===== src/rtl/rv64_mem_pkg.sv =====
// Shared types and constants for the unified instruction/data memory port.
// Holds the response-owner tag type carried alongside each in-flight read.
package rv64_mem_pkg;

  localparam int WORD_W     = 64;
  localparam int STRB_W     = 8;
  localparam int RD_LAT_MAX = 4;

  // Owner of the read whose data returns from memory in a given cycle
  typedef enum logic [1:0] {
    TAG_NONE = 2'd0,
    TAG_IF   = 2'd1,
    TAG_D    = 2'd2
  } resp_tag_t;

  // Tag to launch for an accepted access; writes never return data
  function automatic resp_tag_t launch_tag(input logic if_win, input logic d_win,
                                           input logic d_write);
    resp_tag_t t;
    t = TAG_NONE;
    if (if_win) begin
      t = TAG_IF;
    end else if (d_win && !d_write) begin
      t = TAG_D;
    end
    return t;
  endfunction

endpackage


===== src/rtl/arb_resp_pipe.sv =====
// Owner-tag delay line matching the memory read latency. The last stage names
// the requester that owns the mem_rdata word present in the current cycle.
module arb_resp_pipe
  import rv64_mem_pkg::*;
#(
  parameter int DEPTH = 1
) (
  input  logic      clk,
  input  logic      rst,
  input  resp_tag_t tag_in,
  output resp_tag_t tag_last
);

  resp_tag_t stage [DEPTH];

  // Shift the launch tag toward the return point; reset drops all in-flight reads
  always_ff @(posedge clk or posedge rst) begin
    if (rst) begin
      for (int i = 0; i < DEPTH; i++) begin
        stage[i] <= TAG_NONE;
      end
    end else begin
      stage[0] <= tag_in;
      for (int i = 1; i < DEPTH; i++) begin
        stage[i] <= stage[i-1];
      end
    end
  end

  assign tag_last = stage[DEPTH-1];

endmodule


===== src/rtl/imem_dmem_arbiter.sv =====
// Arbiter sharing one single-ported 64-bit memory between instruction fetch
// (read-only) and the load/store unit. Data requests win by default; each
// read's owner is tracked so the returned word is registered to the right side.
// Optional build macro ARB_STARVE_GUARD_EN: after STARVE_MAX consecutive denied
// fetch cycles, fetch is forced to win one cycle.
module imem_dmem_arbiter
  import rv64_mem_pkg::*;
#(
  parameter int ADDR_WIDTH = 4,
  parameter int RD_LAT     = 1,
  parameter int STARVE_MAX = 4
) (
  input  logic                  clk,
  input  logic                  rst,
  input  logic                  if_req,
  input  logic [ADDR_WIDTH-1:0] if_addr,
  output logic                  if_gnt,
  output logic                  if_rvalid,
  output logic [WORD_W-1:0]     if_rdata,
  input  logic                  d_req,
  input  logic                  d_we,
  input  logic [ADDR_WIDTH-1:0] d_addr,
  input  logic [WORD_W-1:0]     d_wdata,
  input  logic [STRB_W-1:0]     d_wstrb,
  output logic                  d_gnt,
  output logic                  d_rvalid,
  output logic [WORD_W-1:0]     d_rdata,
  output logic [ADDR_WIDTH-1:0] mem_addr,
  output logic                  mem_re,
  output logic                  mem_we,
  output logic [WORD_W-1:0]     mem_wdata,
  output logic [STRB_W-1:0]     mem_wstrb,
  input  logic [WORD_W-1:0]     mem_rdata
);

  // Keep the tag pipe within the supported latency range
  localparam int PIPE_DEPTH = (RD_LAT < 1) ? 1 :
                              (RD_LAT > RD_LAT_MAX) ? RD_LAT_MAX : RD_LAT;

  logic      fetch_force;
  resp_tag_t tag_in;
  resp_tag_t tag_last;

`ifdef ARB_STARVE_GUARD_EN
  logic [2:0] starve_cnt;

  // Count consecutive denied fetch cycles; any grant or dropped request restarts it
  always_ff @(posedge clk or posedge rst) begin
    if (rst) begin
      starve_cnt <= 3'd0;
    end else if (!if_req || if_gnt) begin
      starve_cnt <= 3'd0;
    end else if (starve_cnt != 3'd7) begin
      starve_cnt <= starve_cnt + 3'd1;
    end
  end

  assign fetch_force = (starve_cnt == 3'(STARVE_MAX));
`else
  assign fetch_force = 1'b0;
`endif

  // Pick at most one winner per cycle; nothing is granted while in reset
  always_comb begin
    if_gnt = 1'b0;
    d_gnt  = 1'b0;
    if (!rst) begin
      if (if_req && (!d_req || fetch_force)) begin
        if_gnt = 1'b1;
      end else if (d_req) begin
        d_gnt = 1'b1;
      end
    end
  end

  // Drive the memory port from the winner; idle port is fully zeroed
  always_comb begin
    mem_addr  = '0;
    mem_re    = 1'b0;
    mem_we    = 1'b0;
    mem_wdata = '0;
    mem_wstrb = '0;
    if (if_gnt) begin
      mem_addr = if_addr;
      mem_re   = 1'b1;
    end else if (d_gnt) begin
      mem_addr = d_addr;
      if (d_we) begin
        mem_we    = 1'b1;
        mem_wdata = d_wdata;
        mem_wstrb = d_wstrb;
      end else begin
        mem_re = 1'b1;
      end
    end
  end

  // Tag launched into the pipe this cycle
  always_comb begin
    tag_in = launch_tag(if_gnt, d_gnt, d_we);
  end

  arb_resp_pipe #(
    .DEPTH (PIPE_DEPTH)
  ) u_resp_pipe (
    .clk      (clk),
    .rst      (rst),
    .tag_in   (tag_in),
    .tag_last (tag_last)
  );

  // Register returning data to its owner; data holds between valid pulses
  always_ff @(posedge clk or posedge rst) begin
    if (rst) begin
      if_rvalid <= 1'b0;
      d_rvalid  <= 1'b0;
      if_rdata  <= '0;
      d_rdata   <= '0;
    end else begin
      if_rvalid <= (tag_last == TAG_IF);
      d_rvalid  <= (tag_last == TAG_D);
      if (tag_last == TAG_IF) begin
        if_rdata <= mem_rdata;
      end
      if (tag_last == TAG_D) begin
        d_rdata <= mem_rdata;
      end
    end
  end

endmodule


===== config.mk =====
export PLATFORM = sky130hd
export DESIGN_NAME = imem_dmem_arbiter
export DESIGN_NICKNAME = d
export VERILOG_FILES = /design/src/rtl/rv64_mem_pkg.sv /design/src/rtl/arb_resp_pipe.sv /design/src/rtl/imem_dmem_arbiter.sv
export SDC_FILE = /design/constraint.sdc
export NUM_CORES = 1
export LEC_CHECK = 0
export CORE_AREA = 5 5 135 137
export CTS_BUF_LIST = sky130_fd_sc_hd__clkbuf_8 sky130_fd_sc_hd__clkbuf_16
export DETAILED_ROUTE_END_ITERATION = 8
export DIE_AREA = 0 0 140 142
export PLACE_DENSITY = 0.76
export SETUP_SLACK_MARGIN = 0.5
export SLEW_MARGIN = 20
export SYNTH_ARGS = -nofsm -noshare
export SYNTH_HDL_FRONTEND = slang
export SYNTH_HIERARCHICAL = 1
export SYNTH_SLANG_ARGS = --single-unit

===== constraint.sdc =====
create_clock -name clk -period 5.17 [get_ports clk]
set_input_delay 1.2925 -clock clk [delete_from_list [all_inputs] [get_ports clk]]
set_output_delay 1.2925 -clock clk [all_outputs]
set_load 0.03 [all_outputs]

# After elaboration in Yosys (flattened, before gate mapping)
# Cells that the tools add are included.
# Widths: inputs -> output; s select.
[totals] latch_bits=0 elab_cells=32 register_bits=132 memories=0 ram_bits=0 mem_bits_ro=0
[op_classes] reduce_logical=4 mux=21 n_eq_ne=2 n_mul=0 n_div=0 n_addsub=0 shifts=0 bitwise_logic=0 magnitude_cmp=0
[op_table] cell="$mux 64" n=3
[op_table] cell="$mux 8" n=3
[op_table] cell="$mux 1" n=11
[op_table] cell="$mux 4" n=2
[op_table] cell="$mux 2" n=2
[op_table] cell="$eq 2x1->1 const B" n=1
[op_table] cell="$eq 2x2->1 const B" n=1
[op_table] cell="$logic_and 1x1->1" n=2
[op_table] cell="$logic_not 1->1" n=2

# Longest topological paths before layout
[depth] word_depth=7 depth_mapped=4 mapped_depth_nobuf=3

# Cells and area by module
# The synthesis kept the hierarchy.
[modules_own_cells] module="imem_dmem_arbiter" cells_each=368 seq_area_each_um2=3253.1 n_inst=1 area_per_inst_um2=5744.3
[modules_own_cells] module="arb_resp_pipe" cells_each=3 seq_area_each_um2=50.0 n_inst=1 area_per_inst_um2=53.8

# Least setup slack after synthesis
# OpenSTA, ideal clock, no wires.
[synth_path] path_kind="input port to output port" from="input d_req" to="output mem_wdata[57]" path_slack_ns=1.668 path_buffers=1 stages=3 t_required_ns=3.878 t_arrival_ns=2.210 path_cell_list="nor2b_1 -> clkbuf_1 -> and3_1"
[synth_via] elab_chain_len=6 elab_cells_between_ends=9 classes_between="7 x mux; 2 x reduce/logical"
[synth_rtl] element="start, declared" line_no="imem_dmem_arbiter.sv:20" rtl="input logic d_req,"
[synth_rtl] element="$logic_not 1->1" line_no="imem_dmem_arbiter.sv:68" rtl="if (if_req && (!d_req || fetch_force)) begin"
[synth_rtl] element="$logic_and 1x1->1" line_no="imem_dmem_arbiter.sv:68"
[synth_rtl] element="$mux 1 *" line_no="imem_dmem_arbiter.sv:68"
[synth_rtl] element="$mux 1 *" line_no="imem_dmem_arbiter.sv:67" rtl="if (!rst) begin"
[synth_rtl] element="net d_gnt" line_no="imem_dmem_arbiter.sv:25" rtl="output logic d_gnt,"
[synth_rtl] element="$mux 64 *" line_no="imem_dmem_arbiter.sv:86" rtl="end else if (d_gnt) begin"
[synth_rtl] element="$mux 64 *" line_no="imem_dmem_arbiter.sv:83" rtl="if (if_gnt) begin"
[synth_rtl] element="end, declared" line_no="imem_dmem_arbiter.sv:31" rtl="output logic [WORD_W-1:0] mem_wdata,"
# The timed path passes the listed nets; every way through them passes the cells marked *.

# Worst setup path in the final report
[layout_path] from="input rst" to="output mem_wdata[10]"
[layout_via] elab_chain_len=3 elab_cells_between_ends=4 classes_between="4 x mux"
[layout_rtl] element="start, declared" line_no="imem_dmem_arbiter.sv:14" rtl="input logic rst,"
[layout_rtl] element="$mux 1" line_no="imem_dmem_arbiter.sv:67"
[layout_rtl] element="$mux 64" line_no="imem_dmem_arbiter.sv:86"
[layout_rtl] element="$mux 64 *" line_no="imem_dmem_arbiter.sv:83"
# Mark *: on every way between the ends. The rest lies on a longest branch, timed or not.

==> out/qor.yml <==
routed_wirelength_mm: 19.0
setup_tns_ns: 0
leakage_nw: 4.40
layout-drive-gt1-share: 0.219
clk_latency_ns: 0.41
path_cells: "clkdlybuf4s50_1 -> and3b_2 -> buf_12 -> and2_1 -> clkdlybuf4s50_1"
vias: 4336
antenna_found_initial: 0
p_total_w: 0.00397
yosysTopAreaCellShare: 0.570
grt_pass1_vias: 4923
tightest_slew_ns: 0.969
fin_crit_ns: 4.56
yosysSeqAreaShare: 0.570
insertedDiodeCount: 0
end_kind: "output port"
synth_most_common_cell: "dfrtp_1"
worstHoldPathCells: 1
first_iter_violations: 79
timing.final.crit_share: 0.882
cts_buffer_depth: 2
maxCapViolCount: 0
fin_ws_ns: 0.608
synth-main-ff-cell: "dfrtp_1"
cp_top_family: "buffers and inverters"
synth_edf_count: 0
cts_tree: "yes"
row_count: 48
worst-r2r-cell-count: 3
synthTopCellsByArea: "dfrtp_1 (57%), mux2_4 (15%), mux2_2 (13%)"
netlist_area_um2: 5800
stdcell_count: 965
syn_inst: 371
hpwl_mm: 15.1
cts.sinks: 132
synth_cell_type_count: 20
worstPathRequired_ns: 3.88
irDropWorstVdd_mv: 0.206
remaining_drc_errors: 0
ant_nets: 0
cpMaxStageDelayCell: "clkdlybuf4s50_1"
status: "completed"
synth.largest_area_cell: "dfrtp_1"
cts_inserted_buffers: 17
post_dp_cell_area_um2: 9470
drt-wirelength-per-cell_um: 19.7
p_per_area_nw_per_um2: 394
yosys-top-cells-count: "dfrtp_1 (132), and2_1 (71), mux2_2 (69), mux2_4 (59), buf_6 (12)"
dr.pass1.iters: 4
asyncSetResetFlopFracSynth: 1.00
ys_seq_elements: 132
cp.depth: 5
die_h_um: 142
clock.fmax_mhz: 219
cpPeakStageDelay_ns: 0.71
io_pins: 359
grtUsageTotal: 0.188
syn_to_final_growth_pct: 74.1
critPathLaunchType: "primary input"
synth.net_count: 520
grt-ovfl-total: 0
io_buffers: 358
arrival_ns: 3.27
crit_buf_inv: 3
crit_fanout: 72
grt_start_max_net_pins: 82
hold_viol: 0
worstSetupPathType: "primary input to output port"
crit_path_frequent_cell: "clkdlybuf4s50_1"
grt_setup_unrepaired: "false"
setup_viol: 0
drv_slew: 0
pre_cts_ws_ns: 0.584
post_cts_buffers: 0
cts_root_buf: "clkbuf_16"
design.final.nets: 879
die_w_um: 140
clkTransAtPathRegs_ns: 0.05
dieArea_um2: 19900
yosys_warnings: 6
htreeDepth: 4
fin_area_um2: 10100
grt_pass1_wl_mm: 28.8
start_util: 0.342
gp_congestion: 0.943
hold_class: "flip-flop to flip-flop"
skew_ns: 0.00714
timing.slew.headroom: 0.353
dp.cells: 935
synth.avg_cell_area_um2: 15.6
routed_via_density: 4.49
core_area_um2: 16900
[report_power, final]
part           switching, W  internal [W]  total (W)
Clock              0.000405      0.000779    0.00118
Sequential         0.000120       0.00125    0.00137
Combinational      0.000724      0.000701    0.00143
Total               0.00125       0.00273    0.00397
[cell families after synthesis]
logic type,count (synthesis),synth area share
DFF,132,0.570
and+or+nand+nor,81,0.0887
muxes,128,0.287
AOI/OAI and AO/OA,5,0.00777
buffers and inverters,25,0.0470
[what timing repair did]
| item | in CTS | in global routing |
|---|---|---|
| resized for setup | 0 | 9 |
| setup endpoints to repair | 0 | 9 |
| endpoints found under the hold margin | 0 | 0 |
| hold buffers | 0 | 0 |
[state kept, by name (all words and copies together), names as in the netlist]
| register | flops |
|---|---|
| d_rdata | 64 |
| d_rvalid | 1 |
| if_rdata | 64 |
| if_rvalid | 1 |
| u_resp_pipe/tag_last | 2 |
[placed cells by master, fill, tap and decap left out, types with 2 or more instances in the layout]
cell type,netlist,routed
a32o_1,4,4
and2_1,71,71
buf_12,5,4
bufinv_16,0,3
clkbuf_16,0,17
clkbuf_8,0,3
clkdlybuf4s50_1,0,349
clkinv_2,0,2
dfrtp_1,132,132
dlymetal6s2s_1,0,9
inv_1,2,5
mux2_2,69,69
mux2_4,59,59
nand2b_1,2,2
nor2_1,2,2
nor2b_1,2,2
[path summary, 6_finish.rpt]
kind / startpoint / to / slack [ns]
min in group asynchronous: rst / u_resp_pipe/tag_last[0]$_DFF_PP0_ / 1.23
hold / removal: d_rdata[28]$_DFFE_PP0P_ / d_rdata[28]$_DFFE_PP0P_ / 0.50
setup / recovery: rst / mem_wdata[10] / 0.61
hold reg to reg: d_rdata[28]$_DFFE_PP0P_ / d_rdata[28]$_DFFE_PP0P_ / 0.50
setup reg to reg: u_resp_pipe/tag_last[1]$_DFF_PP0_ / if_rdata[62]$_DFFE_PP0P_ / 3.04
max in group asynchronous: rst / d_rdata[33]$_DFFE_PP0P_ / 3.00
[metal layers]
layer	global-route usage	vias to the layer above	share of wire	routed length, µm
li1	-	1973	-	-
met1	0.181	2099	0.33	6250
met2	0.350	220	0.54	10300
met3	0.0692	44	0.088	1680
met4	0.0974	0	0.039	749
met5	0	-	0	0
[layout make-up]
class,count,area [µm²]
multi-input cells,214,2230
repair buffers,362,3690
clock buffers,20,467
fillers,1336,6840
inverters,3,15.0
well taps,225,282
clock inverters,9,115
flip-flops and latches,132,3300
[metrics by stage]
| stage | hold slack (ns) | utilization |
|---|---|---|
| final | 0.503 | 0.596 |
| after global routing | 0.516 | 0.596 |
| after CTS | 0.503 | 0.594 |
| after detailed placement | 0.491 | 0.559 |
| after global placement | 0.488 | 0.559 |
| after floorplan | 0.709 | - |
Note: power is estimated with default switching activity, not from simulation.
